<file path="config.mk">
export PLATFORM = sky130hd
export DESIGN_NAME = reg_write_arbiter_flat
export DESIGN_NICKNAME = d
export VERILOG_FILES = /design/src/rtl/reg_write_arbiter_pkg.sv /design/src/rtl/reg_write_arbiter_if.sv /design/src/rtl/reg_write_arbiter_rr_arbiter.sv /design/src/rtl/reg_write_arbiter.sv /design/src/flat_wrapper.sv
export SDC_FILE = /design/constraint.sdc
export NUM_CORES = 1
export LEC_CHECK = 0
export CAP_MARGIN = 10
export CORE_MARGIN = 2
export CORE_UTILIZATION = 38
export CTS_CLUSTER_SIZE = 12
export DETAILED_ROUTE_END_ITERATION = 8
export PLACE_DENSITY_LB_ADDON = 0.1
export SYNTH_ARGS = -nofsm -noshare
export SYNTH_HDL_FRONTEND = slang
export SYNTH_SLANG_ARGS = --single-unit
</file>
<file path="constraint.sdc">
create_clock -name clk -period 10.9 [get_ports clk]
set_input_delay 3.27 -clock clk [delete_from_list [all_inputs] [get_ports clk]]
set_output_delay 3.27 -clock clk [all_outputs]
set_load 0.05 [all_outputs]
</file>
<file path="src/rtl/reg_write_arbiter_pkg.sv">
// ---------------------------------------------------------------------------
// reg_arb_pkg
//
// Purpose : shared types, default sizes and a width helper for the
//           register-bank write-port arbiter (reg_write_arbiter).
// Contents: arb_state_t   - arbiter FSM states
//           NUM_REQ       - default requester count
//           DATA_WIDTH    - default register data width
//           NUM_REGS      - default register count
//           addr_width(n) - index width for n items, never below 1
// ---------------------------------------------------------------------------
package reg_arb_pkg;

    typedef enum logic [1:0] {
        IDLE    = 2'd0,
        LOADED  = 2'd1,
        STALLED = 2'd2
    } arb_state_t;

    localparam int NUM_REQ    = 4;
    localparam int DATA_WIDTH = 8;
    localparam int NUM_REGS   = 6;

    // Width of an index able to address n items; a single item still gets a
    // one-bit index so that no zero-width vectors appear anywhere.
    function automatic int addr_width(input int n);
        return (n <= 1) ? 1 : $clog2(n);
    endfunction

endpackage

</file>
<file path="src/rtl/reg_write_arbiter_if.sv">
// ---------------------------------------------------------------------------
// reg_write_arbiter_if
//
// Purpose : bundles the requester handshake and the register-bank write
//           port of reg_write_arbiter.
// Signals : req_valid [NUM_REQ]          per-requester write request
//           req_ready [NUM_REQ]          per-requester accept (combinational)
//           req_addr  [NUM_REQ*AW]       packed register index, i at [i*AW +: AW]
//           req_data  [NUM_REQ*DW]       packed write data, same packing
//           wr_stall                     bank cannot take a write this cycle
//           reg_we    [NUM_REGS]         one-hot write enable to the bank
//           reg_wdata [DATA_WIDTH]       shared write data to the bank
// Modports: master - requesters plus bank side (drives requests and stall)
//           slave  - the arbiter
// ---------------------------------------------------------------------------
interface reg_write_arbiter_if #(
    parameter int NUM_REQ    = reg_arb_pkg::NUM_REQ,
    parameter int DATA_WIDTH = reg_arb_pkg::DATA_WIDTH,
    parameter int NUM_REGS   = reg_arb_pkg::NUM_REGS
);
    import reg_arb_pkg::*;

    localparam int AW = addr_width(NUM_REGS);

    logic [NUM_REQ-1:0]            req_valid;
    logic [NUM_REQ-1:0]            req_ready;
    logic [NUM_REQ*AW-1:0]         req_addr;
    logic [NUM_REQ*DATA_WIDTH-1:0] req_data;
    logic                          wr_stall;
    logic [NUM_REGS-1:0]           reg_we;
    logic [DATA_WIDTH-1:0]         reg_wdata;

    modport master (
        output req_valid,
        output req_addr,
        output req_data,
        output wr_stall,
        input  req_ready,
        input  reg_we,
        input  reg_wdata
    );

    modport slave (
        input  req_valid,
        input  req_addr,
        input  req_data,
        input  wr_stall,
        output req_ready,
        output reg_we,
        output reg_wdata
    );

endinterface

</file>
<file path="src/rtl/reg_write_arbiter_rr_arbiter.sv">
// ---------------------------------------------------------------------------
// rr_arbiter
//
// Purpose : round-robin selection among N requesters. The search starts at
//           the priority pointer and wraps; the first active request wins.
//           The pointer moves to one past the winner only when the caller
//           signals that the grant was actually used (advance).
// Ports   : clk           clock
//           rst           asynchronous active-high reset (pointer -> 0)
//           req[N]        active requests
//           advance       the current grant was consumed this cycle
//           grant_onehot  one-hot winner (all zero when nothing requests)
//           grant_idx     index of the winner (0 when nothing requests)
// ---------------------------------------------------------------------------
module rr_arbiter
    import reg_arb_pkg::*;
#(
    parameter  int N  = 4,
    localparam int IW = addr_width(N)
)(
    input  logic          clk,
    input  logic          rst,
    input  logic [N-1:0]  req,
    input  logic          advance,
    output logic [N-1:0]  grant_onehot,
    output logic [IW-1:0] grant_idx
);

    logic [IW-1:0] ptr_q;

    // Walk the requesters in priority order starting at the pointer. The
    // candidate index is reduced modulo N with a single subtraction since
    // ptr_q + k never reaches 2*N.
    always_comb begin
        int   idx;
        logic found;
        grant_onehot = '0;
        grant_idx    = '0;
        found        = 1'b0;
        idx          = 0;
        for (int k = 0; k < N; k++) begin
            idx = int'(ptr_q) + k;
            if (idx >= N) begin
                idx = idx - N;
            end
            if (!found && req[idx[IW-1:0]]) begin
                found                      = 1'b1;
                grant_onehot[idx[IW-1:0]]  = 1'b1;
                grant_idx                  = idx[IW-1:0];
            end
        end
    end

    always_ff @(posedge clk or posedge rst) begin
        if (rst) begin
            ptr_q <= '0;
        end else if (advance) begin
            ptr_q <= (grant_idx == IW'(N - 1)) ? '0 : grant_idx + 1'b1;
        end
    end

endmodule

</file>
<file path="src/rtl/reg_write_arbiter.sv">
// ---------------------------------------------------------------------------
// reg_write_arbiter
//
// Purpose : shares the single write port of a register bank between
//           NUM_REQ requesters. A round-robin arbiter picks one valid
//           requester per cycle, the accepted write is captured in a single
//           staging register and, one cycle later, drives a one-hot
//           reg_we line plus the shared reg_wdata bus. wr_stall from the
//           bank freezes the stage and blocks new accepts.
// Ports   : clk          clock, all state changes on the rising edge
//           rst          asynchronous active-high reset
//           bus          reg_write_arbiter_if.slave (requests + bank port)
//           err_clr      clears err_sticky (a coincident new error wins)
//           busy         staging register holds a write
//           err_sticky   an out-of-range register index was accepted
//           write_count  [15:0] saturating count of committed in-range
//                        writes; present only when REG_WRITE_ARB_STATS_EN
//                        is defined
// Options : REG_WRITE_ARB_STATS_EN - adds the write_count output and counter.
// ---------------------------------------------------------------------------
module reg_write_arbiter
    import reg_arb_pkg::*;
#(
    parameter int NUM_REQ    = reg_arb_pkg::NUM_REQ,
    parameter int DATA_WIDTH = reg_arb_pkg::DATA_WIDTH,
    parameter int NUM_REGS   = reg_arb_pkg::NUM_REGS
)(
    input  logic               clk,
    input  logic               rst,
    reg_write_arbiter_if.slave bus,
    input  logic               err_clr,
    output logic               busy,
    output logic               err_sticky
`ifdef REG_WRITE_ARB_STATS_EN
    ,
    output logic [15:0]        write_count
`endif
);

    localparam int AW = addr_width(NUM_REGS);
    localparam int IW = addr_width(NUM_REQ);

    // -----------------------------------------------------------------------
    // Arbitration
    // -----------------------------------------------------------------------
    logic [NUM_REQ-1:0] grant_onehot;
    logic [IW-1:0]      grant_idx;
    logic               accept_ok;
    logic               transfer;

    // -----------------------------------------------------------------------
    // Stage and FSM state
    // -----------------------------------------------------------------------
    arb_state_t            state_q;
    arb_state_t            cur_state;
    logic                  stage_valid;
    logic [NUM_REGS-1:0]   stage_we_q;
    logic [DATA_WIDTH-1:0] stage_data_q;
    logic                  err_q;

    // Unpacked views of the packed request buses, and the winner's fields.
    logic [AW-1:0]         addr_arr [NUM_REQ];
    logic [DATA_WIDTH-1:0] data_arr [NUM_REQ];
    logic [AW-1:0]         win_addr;
    logic [DATA_WIDTH-1:0] win_data;
    logic [NUM_REGS-1:0]   win_we;
    logic                  win_in_range;

    generate
        for (genvar gi = 0; gi < NUM_REQ; gi++) begin : g_unpack
            assign addr_arr[gi] = bus.req_addr[gi*AW +: AW];
            assign data_arr[gi] = bus.req_data[gi*DATA_WIDTH +: DATA_WIDTH];
        end
    endgenerate

    assign win_addr = addr_arr[grant_idx];
    assign win_data = data_arr[grant_idx];

    // Decode the winner's index to one-hot before it is staged, so reg_we
    // comes straight out of a register. An index >= NUM_REGS matches no
    // line and leaves the pattern all zero, which doubles as the range check.
    generate
        for (genvar gi = 0; gi < NUM_REGS; gi++) begin : g_decode
            assign win_we[gi] = (win_addr == AW'(gi));
        end
    endgenerate

    assign win_in_range = |win_we;

    rr_arbiter #(
        .N (NUM_REQ)
    ) u_rr_arbiter (
        .clk          (clk),
        .rst          (rst),
        .req          (bus.req_valid),
        .advance      (transfer),
        .grant_onehot (grant_onehot),
        .grant_idx    (grant_idx)
    );

    // The register state only tracks whether the stage is occupied; STALLED
    // is that occupancy qualified by the live wr_stall input, because a
    // stall must suppress the write in the very cycle it is raised.
    assign stage_valid = (state_q != IDLE);

    always_comb begin
        cur_state = IDLE;
        if (stage_valid) begin
            cur_state = bus.wr_stall ? STALLED : LOADED;
        end
    end

    // A new write may enter when the stage is empty or is draining this
    // cycle. rst is included so nothing looks accepted while reset is held.
    assign accept_ok     = !rst && (!stage_valid || !bus.wr_stall);
    assign bus.req_ready = accept_ok ? grant_onehot : '0;
    assign transfer      = |(bus.req_valid & bus.req_ready);

    always_ff @(posedge clk or posedge rst) begin
        if (rst) begin
            state_q      <= IDLE;
            stage_we_q   <= '0;
            stage_data_q <= '0;
            err_q        <= 1'b0;
        end else begin
            case (cur_state)
                // Empty, or draining into the bank at this edge: refill if a
                // transfer happens, otherwise the stage empties.
                IDLE, LOADED: begin
                    if (transfer) begin
                        state_q      <= LOADED;
                        stage_we_q   <= win_we;
                        stage_data_q <= win_data;
                    end else begin
                        state_q    <= IDLE;
                        stage_we_q <= '0;
                    end
                end
                // STALLED: the stage holds and no transfer can occur.
                default: begin
                end
            endcase

            if (transfer && !win_in_range) begin
                err_q <= 1'b1;
            end else if (err_clr) begin
                err_q <= 1'b0;
            end
        end
    end

    // -----------------------------------------------------------------------
    // Bank-side outputs
    // -----------------------------------------------------------------------
    assign bus.reg_we    = bus.wr_stall ? '0 : stage_we_q;
    assign bus.reg_wdata = stage_data_q;
    assign busy          = stage_valid;
    assign err_sticky    = err_q;

`ifdef REG_WRITE_ARB_STATS_EN
    // Counts only writes that actually reach the bank: in range and unstalled.
    logic [15:0] count_q;
    logic [15:0] count_d;

    always_comb begin
        count_d = count_q;
        if ((|bus.reg_we) && (count_q != 16'hFFFF)) begin
            count_d = count_q + 16'd1;
        end
    end

    always_ff @(posedge clk or posedge rst) begin
        if (rst) begin
            count_q <= '0;
        end else begin
            count_q <= count_d;
        end
    end

    assign write_count = count_q;
`endif

endmodule
</file>
<file path="src/flat_wrapper.sv">
// flat-port wrapper written by rule: the top's interface ports become plain ports
module reg_write_arbiter_flat import reg_arb_pkg::*;
#(
    parameter int NUM_REQ    = reg_arb_pkg::NUM_REQ,
    parameter int DATA_WIDTH = reg_arb_pkg::DATA_WIDTH,
    parameter int NUM_REGS   = reg_arb_pkg::NUM_REGS
)
  (clk, rst, err_clr, busy, err_sticky, bus_req_valid, bus_req_addr, bus_req_data, bus_wr_stall, bus_req_ready, bus_reg_we, bus_reg_wdata);
  reg_write_arbiter_if #(.NUM_REQ(NUM_REQ), .DATA_WIDTH(DATA_WIDTH), .NUM_REGS(NUM_REGS)) bus_i ();
  input  logic clk;
  input  logic rst;
  input  logic err_clr;
  output logic busy;
  output logic err_sticky;
  input wire logic [$bits(bus_i.req_valid)-1:0] bus_req_valid;
  input wire logic [$bits(bus_i.req_addr)-1:0] bus_req_addr;
  input wire logic [$bits(bus_i.req_data)-1:0] bus_req_data;
  input wire logic [$bits(bus_i.wr_stall)-1:0] bus_wr_stall;
  output wire logic [$bits(bus_i.req_ready)-1:0] bus_req_ready;
  output wire logic [$bits(bus_i.reg_we)-1:0] bus_reg_we;
  output wire logic [$bits(bus_i.reg_wdata)-1:0] bus_reg_wdata;
  assign bus_i.req_valid = bus_req_valid;
  assign bus_i.req_addr = bus_req_addr;
  assign bus_i.req_data = bus_req_data;
  assign bus_i.wr_stall = bus_wr_stall;
  assign bus_req_ready = bus_i.req_ready;
  assign bus_reg_we = bus_i.reg_we;
  assign bus_reg_wdata = bus_i.reg_wdata;
  reg_write_arbiter #(.NUM_REQ(NUM_REQ), .DATA_WIDTH(DATA_WIDTH), .NUM_REGS(NUM_REGS)) u_core (.clk(clk), .rst(rst), .bus(bus_i), .err_clr(err_clr), .busy(busy), .err_sticky(err_sticky));
endmodule
</file>
# After elaboration in Yosys (flattened, before gate mapping)
# Index checks and enable logic that the tools add are counted.
# word_totals
reg_bits,19
in_bits,52
output_inout_bits,20
word_cells,109
# op_classes
n_addsub,8
order_cmp,13
n_eq_ne,7
muxes,46
n_bitwise,5
n_reduce_logical,25
# op_table
cell,n
$mux 2,11
$mux 4,5
$bmux 8 s2,1
$mux 8,2
$mux 1,14
$ge 3x3->1 const B,4
$lt 2x3->1 const B,4
$mux 6,2
$or 4x4->4,3
$logic_and 1x1->1,9
$bmux 1 s2,4
$demux 1 s2,4
$ge 2x1->1 const B,4
$sub 2x1->2 const B,4
$logic_not 1->1,7
$add 2x2->3 const B,2
$bmux 3 s2,1
$eq 3x2->1 const B,2
$eq 3x3->1 const B,2
$mux 3,2
$reduce_or 6->1,1
$and 4x4->4,1
$reduce_bool 2->1,2
$reduce_or 4->1,1
other kinds (12),12

# Logic depth before layout (Yosys ltp)
# Gate-level depths: netlist (run 1).
# logic_depth
ltp_word,23
depth_mapped,15
mapped_depth_nobuf,9

# Modules after synthesis
# A second synthesis (run 1) with hierarchy kept.
# hier_totals
cells_unflattened,133
area_unflattened_um2,1542.7
# modules_own_cells
mod,n_inst,cells_each,area_each_um2,seq_area_each_um2
reg_write_arbiter,1,68,984.7,400.4
rr_arbiter,1,65,558.0,50.0

# Least setup slack after synthesis (run 1)
# No wires, ideal clock.
# synth_path
path_kind,input port to output port
from,input port bus_req_valid[2]
to,output port bus_req_ready[3]
arrival_time_ns,5.225
t_required_ns,7.630
path_slack_ns,2.405
cell_stages,6
n_path_buf,1
path_cell_list,clkbuf_1 mux4_2 nand2b_1 nor3_1 a22oi_1 nor2_1
# synth_between
elab_chain_cells,13
word_cells_on_any_way,25
cone_classes,mux: 16; bitwise: 3; reduce/logical: 6
# synth_lines
item,line,source
"start, declared",flat_wrapper.sv:15,input wire logic [$bits(bus_i.req_valid)-1:0] bus_req_valid;
$bmux 1 s2,reg_write_arbiter_rr_arbiter.sv:46,if (!found && req[idx[IW-1:0]]) begin
$mux 1 (not written as such),reg_write_arbiter_rr_arbiter.sv:46,
$mux 1,reg_write_arbiter_rr_arbiter.sv:46,
$logic_not 1->1,reg_write_arbiter_rr_arbiter.sv:46,
$logic_and 1x1->1,reg_write_arbiter_rr_arbiter.sv:46,
$mux 1,reg_write_arbiter_rr_arbiter.sv:46,
$logic_not 1->1,reg_write_arbiter_rr_arbiter.sv:46,
$logic_and 1x1->1,reg_write_arbiter_rr_arbiter.sv:46,
$mux 1,reg_write_arbiter_rr_arbiter.sv:46,
$logic_not 1->1,reg_write_arbiter_rr_arbiter.sv:46,
$logic_and 1x1->1,reg_write_arbiter_rr_arbiter.sv:46,
$mux 4 (*),reg_write_arbiter_rr_arbiter.sv:46,
$mux 4 (*),reg_write_arbiter.sv:116,assign bus.req_ready = accept_ok ? grant_onehot : '0;
"end, declared",flat_wrapper.sv:19,output wire logic [$bits(bus_i.req_ready)-1:0] bus_req_ready;
# Mark *: on every way between the ends. The rest lies on a longest branch, timed or not. The select of a mux whose other input is x is not followed.

# Final worst setup path (run 1)
# layout_path
from,input port bus_req_valid[0]
to,output port bus_req_ready[1]
# The elaborated chain is that of the path after synthesis.

==> flow_summary.toml, run 1 <==
[outcome]
outcome = "finished clean"

[drt]
drt-total-wl_um = 5470
drc = 0
drtIter0Drc = 181
routed_via_density = 5.48
num_vias = 1979
wl_per_cell_um = 15.2
firstDrtPassIters = 4
ant_nets = 0

[clock_tree]
clock_path_buffers = 2
h-tree-depth = 1
cts_tree = "built"
cts_resized = 0
cts_sinks = 18
clkLatencyLatePin_ns = 0.25
cts_setup_buffers = 0
clock-root-buffer = "clkbuf_8"
cts_buffers = 3
holdBufCountCts = 0
clk_pin_slew_ns = 0.07

[pwr]
powerDensity_nw_per_um2 = 346
leakage_nw = 1.16
ir_worst_vdd_mv = 0.136
pwr-share-clk_pct = 5.6
pwr-share-comb_pct = 81.9
seq_power_share_pct = 12.5
power.internal_mw = 0.471
switchingPower_mw = 0.519
switching_share_pct = 52.4
total_power_mw = 0.990

[sta]
min_period_ns = 9.43
slew_violations = 0
grt_setup_unrepaired = "false"
relSlewSlack_pct = 34.6
timing.setup.tns_ns = 0
period_share_pct = 86.5
tightest_slew_ns = 0.979
hold_violations = 0
fmax_mhz = 106
finalClockSkew_ns = 0.00213
finalSetupViolCount = 0

[synth]
syn_area_um2 = 2090
synth_enable_flop_cells = 0
synth_top_family_by_area = "multiplexers"
ys_ff_latch = 18
ys_types = 52
syn-num-nets = 288
synth_compound_area_share_pct = 21.5
synth_area_per_cell_um2 = 9.14
yosys-top-cells-area = "dfrtp_1 (22%), mux2i_1 (15%), mux2_2 (8.6%), nor2b_1 (4.5%), mux4_2 (4.3%)"
ys_seq_area_share_pct = 21.5
synth-async-reset-ratio_pct = 100
syn_inst = 229
synth_top_area_cell = "dfrtp_1"
ys.flop_type = "dfrtp_1"
synthXorXnorAreaFrac_pct = 0.418
yosys_warnings = 0
synthAdderAreaFrac_pct = 4.18
synth_top_area_share_pct = 21.5
synth_simple_gate_area_share_pct = 18.4
synth_mux_area_share_pct = 27.7

[floorplan]
start_util_pct = 38.7
coreArea_um2 = 5410
fp.dieW_um = 78.2
fp.dieH_um = 78.2
num_rows = 27
ioPinCount = 72
die-area_um2 = 6120

[global_route]
grt_pass1_wl_um = 9050
grt.overflow.total = 0
grt_antenna_before_repair = 0
grt_pass1_vias = 1868
grt_max_degree = 33
gr-usage-all-layers_pct = 18.1

[finish]
fillers = 540
antenna_cells = 0
final_common_cell = "clkdlybuf4s50_1"
drive_above_1_share_pct = 12.1
most-common-layout-cells = "clkdlybuf4s50_1 (71), mux2i_1 (31), dfrtp_1 (18)"
fin_util_pct = 53.0
fin_area_um2 = 2860
syn_to_final_growth_pct = 36.8
nets = 349

[hold_path]
min_path_type = "register to register"

[placed_design]
globalplace.congestion = 0.844
postPlaceCellArea_um2 = 2810
place_hpwl_um = 4260
portBuffers = 71

[worst_setup_path]
worst_setup_path_end_kind = "primary output"
startpoint_type = "input port"
crit_type = "input port to primary output"
cp_max_fo = 12
cp.arrival_ns = 6.16
r2r_slack_ns = 6.31
crit_required_ns = 7.63

[run]
cap_viol_max_count = 0
==> through the flow <==
| step | cells | setup WS, ns | hold WS (ns) |
|---|---|---|---|
| final | 361 | 1.47 | 0.478 |
| after detailed placement | 357 | 1.51 | 0.470 |
| after floorplan | 229 | 2.40 | 0.435 |
| after CTS | 361 | 1.50 | 0.485 |
| after global placement | 357 | 1.50 | 0.466 |
| after global routing | 361 | 1.36 | 0.522 |
==> power by group through the flow <==
stage                     Sequential, mW  Combinational (mW)  Clock [mW]
after floorplan                    0.181               0.589           0
after global placement             0.124               0.816           0
after detailed placement           0.124               0.814           0
after CTS                          0.124               0.819      0.0558
after global routing               0.128               0.882      0.0592
final                              0.123               0.811      0.0558
==> cell usage after synthesis (all sizes together), types with 5 or more instances <==
master and instances:
mux2i 31, dfrtp 18, mux2 16, nor2 16
nand2 15, nor2b 15, buf 10, inv 8
o21ai 8, a22oi 7, clkbuf 7, ha 7
o32ai 7, a21oi 6, o211ai 6, and2 5
nor3 5, or3 5
==> cell type report <==
class | count | area (um2) | area share (%)
Multi-Input combinational cell | 186 | 1510 | 52.8
Timing Repair Buffer | 73 | 726 | 25.3
Sequential cell | 18 | 450 | 15.7
Tap cell | 72 | 90.1 | 3.15
Clock buffer | 4 | 55.1 | 1.92
Inverter | 8 | 30.0 | 1.05
==> flip-flops by register name (all words and copies together), names as in the netlist <==
signal                     count
u_core.err_sticky              1
u_core.state_q                 1
u_core.bus.reg_wdata           8
u_core.stage_we_q              6
u_core.u_rr_arbiter.ptr_q      2
==> worst max-delay path, stage by stage <==
cell and delay, ns:
clkdlybuf4s50_1 0.60, mux4_2 0.62, nand2b_1 0.21, nor3_1 0.34, and2_1 0.19, o31a_1 0.12, clkdlybuf4s50_1 0.79
==> path summary, 6_finish.rpt <==
path	from	end	depth (start not counted)
setup reg to reg	u_core.u_rr_arbiter.ptr_q[0]$_DFFE_PP0P_	u_core.stage_we_q[5]$_DFFE_PP0P_	9
setup / recovery	bus_req_valid[0]	bus_req_ready[1]	7
hold reg to reg	u_core.stage_we_q[2]$_DFFE_PP0P_	u_core.stage_we_q[2]$_DFFE_PP0P_	2
hold / removal	u_core.stage_we_q[2]$_DFFE_PP0P_	u_core.stage_we_q[2]$_DFFE_PP0P_	2
max in group asynchronous	rst	u_core.bus.reg_wdata[3]$_DFFE_PP0P_	2
min in group asynchronous	rst	u_core.state_q[0]$_DFFE_PP0P_	2
==> per-layer routing <==
metal / vias up / global-route usage, % / share of wire, % / routed length [um]
li1: 979 / - / - / -
met5: - / 0 / 0 / 0
met2: 71 / 31.1 / 48 / 2630
met4: 0 / 3.33 / 0.73 / 40
met1: 925 / 23.3 / 45 / 2440
met3: 4 / 4.48 / 6.6 / 362
==> cells by family (layout without fill, tap and decap cells) <==
group | count (synthesis) | in the layout
xor+xnor | 1 | 1
buf+inv | 25 | 85
simple gates | 72 | 72
fa+ha+maj | 7 | 7
compound gates | 55 | 55
flops | 18 | 18
mux | 51 | 51
Power figures use the tool's default switching activity.
==> run 2: changes to the inputs <==
--- a/config.mk
+++ b/config.mk
@@ -11,4 +11,5 @@
 export CTS_CLUSTER_SIZE = 12
 export DETAILED_ROUTE_END_ITERATION = 8
+export GPL_ROUTABILITY_DRIVEN = 0
 export PLACE_DENSITY_LB_ADDON = 0.1
 export SYNTH_ARGS = -nofsm -noshare
==> constraint.sdc (replaced) <==
create_clock -name clk -period 10.9 [get_ports clk]
set_input_delay 3.27 -clock clk [delete_from_list [all_inputs] [get_ports clk]]
set_output_delay 3.27 -clock clk [all_outputs]
set_load 0.1 [all_outputs]
==> flow_summary.toml, run 2 (synthesis results as in run 1) <==
[sta]
grt_setup_unrepaired = "false"
timing.setup.tns_ns = 0
period_share_pct = 89.9
fmax_mhz = 102
hold_violations = 0
tightest_slew_ns = 0.983
finalSetupViolCount = 0
hold_slack_ns = 0.474
min_period_ns = 9.80
slew_violations = 0
finalClockSkew_ns = 0.00413
relSlewSlack_pct = 34.3

[global_route]
grt_pass1_wl_um = 9380
grt_max_degree = 33
busiest_layer = "met2"
grt_pass1_vias = 1969
grt_util_met2_pct = 33.7
met3_usage_pct = 5.29
grtUsageMet1_pct = 22.9
grt.overflow.total = 0
grt_antenna_before_repair = 0
gr-usage-all-layers_pct = 19.0

[clock_tree]
cts_buffers = 3
cts_sinks = 18
clock-root-buffer = "clkbuf_8"
holdBufCountCts = 0
cts_setup_buffers = 0
clkLatencyLatePin_ns = 0.26
h-tree-depth = 1
cts_resized = 0
clock_path_buffers = 2
cts_tree = "built"
clk_pin_slew_ns = 0.07

[worst_setup_path]
crit_required_ns = 7.63
startpoint_type = "input port"
r2r_cells = 9
worst_setup_path_end_kind = "primary output"
cp_common_cell = "clkdlybuf4s50_1"
cpPeakStageDelay_ns = 1.13
crit_slowest_cell = "clkdlybuf4s50_1"
path_cells = "clkdlybuf4s50_1 > mux4_2 > nor3_1 > and2_1 > o31a_1 > clkdlybuf4s50_1"
crit_type = "input port to primary output"
cp_max_fo = 16
cp_num_cells = 6
crit_family = "buffers and inverters"
crit_buf_inv = 2
cp.arrival_ns = 6.53

[finish]
largest_reg_flops = 8
drive_above_1_share_pct = 12.2
nets = 348
regArea_um2 = 450
fin_util_pct = 52.8
final_common_cell = "clkdlybuf4s50_1"
most-common-layout-cells = "clkdlybuf4s50_1 (70), mux2i_1 (31), dfrtp_1 (18)"
fillers = 551
multi_input_area_um2 = 1510
antenna_cells = 0
syn_to_final_growth_pct = 36.3

[floorplan]
start_util_pct = 38.7
die-area_um2 = 6120
fp.dieW_um = 78.2
ioPinCount = 72
fp.dieH_um = 78.2
coreArea_um2 = 5410
num_rows = 27

[run]
cap_viol_max_count = 0

[drt]
drtIter0Drc = 147
firstDrtPassIters = 4
wl_per_cell_um = 15.6
drc = 0
drt-total-wl_um = 5600
routed_via_density = 5.51
num_vias = 1985
ant_nets = 0

[placed_design]
place_hpwl_um = 4350
portBuffers = 71

[hold_path]
min_path_type = "register to register"
hold_depth = 2

[outcome]
outcome = "finished clean"
==> run 2: worst register-to-register path: cells and delay by family, from the launching register on <==
family | cells | cell delay (ns)
DFF | 1 | 0.33
muxes | 2 | 1.11
AOI/OAI and AO/OA | 2 | 0.85
and+or+nand+nor | 2 | 1.04
buffers and inverters | 2 | 0.68
adders and majority gates | 1 | 0.58
==> run 2: layout make-up <==
cell class	instances	share of cell area, %
tap	72	3.16
timing repair buffer	72	25.1
sequential	18	15.8
clock buffer	4	1.93
inverter	8	1.05
multi-input combinational	186	53.0
==> run 2: path summary, 6_finish.rpt <==
path	start	end	slack, ns
worst max-delay path	bus_req_valid[3]	bus_req_ready[1]	1.10
worst min-delay path	u_core.stage_we_q[3]$_DFFE_PP0P_	u_core.stage_we_q[3]$_DFFE_PP0P_	0.47
worst max register to register	u_core.u_rr_arbiter.ptr_q[0]$_DFFE_PP0P_	u_core.stage_we_q[4]$_DFFE_PP0P_	6.21
worst min register to register	u_core.stage_we_q[3]$_DFFE_PP0P_	u_core.stage_we_q[3]$_DFFE_PP0P_	0.47
max in group asynchronous	rst	u_core.bus.reg_wdata[0]$_DFFE_PP0P_	6.99
min in group asynchronous	rst	u_core.u_rr_arbiter.ptr_q[0]$_DFFE_PP0P_	3.48
==> run 2: metrics by stage <==
step	setup slack (ns)	cells	cell area (um2)
after detailed placement	1.13	356	2800
after CTS	1.12	360	2850
after global placement	1.18	356	2800
final	1.10	360	2850
after floorplan	1.80	229	2090
after global routing	0.985	360	2850
==> run 2: routing by layer <==
metal  share of wire, %  wire (um)
met1                 43       2400
met2                 51       2840
met3                6.2        349
met4               0.27         15
met5                  0          0
Power of run 2 is not shown: default switching activity piles up to over one toggle a cycle in this logic, so the estimate is an artifact.
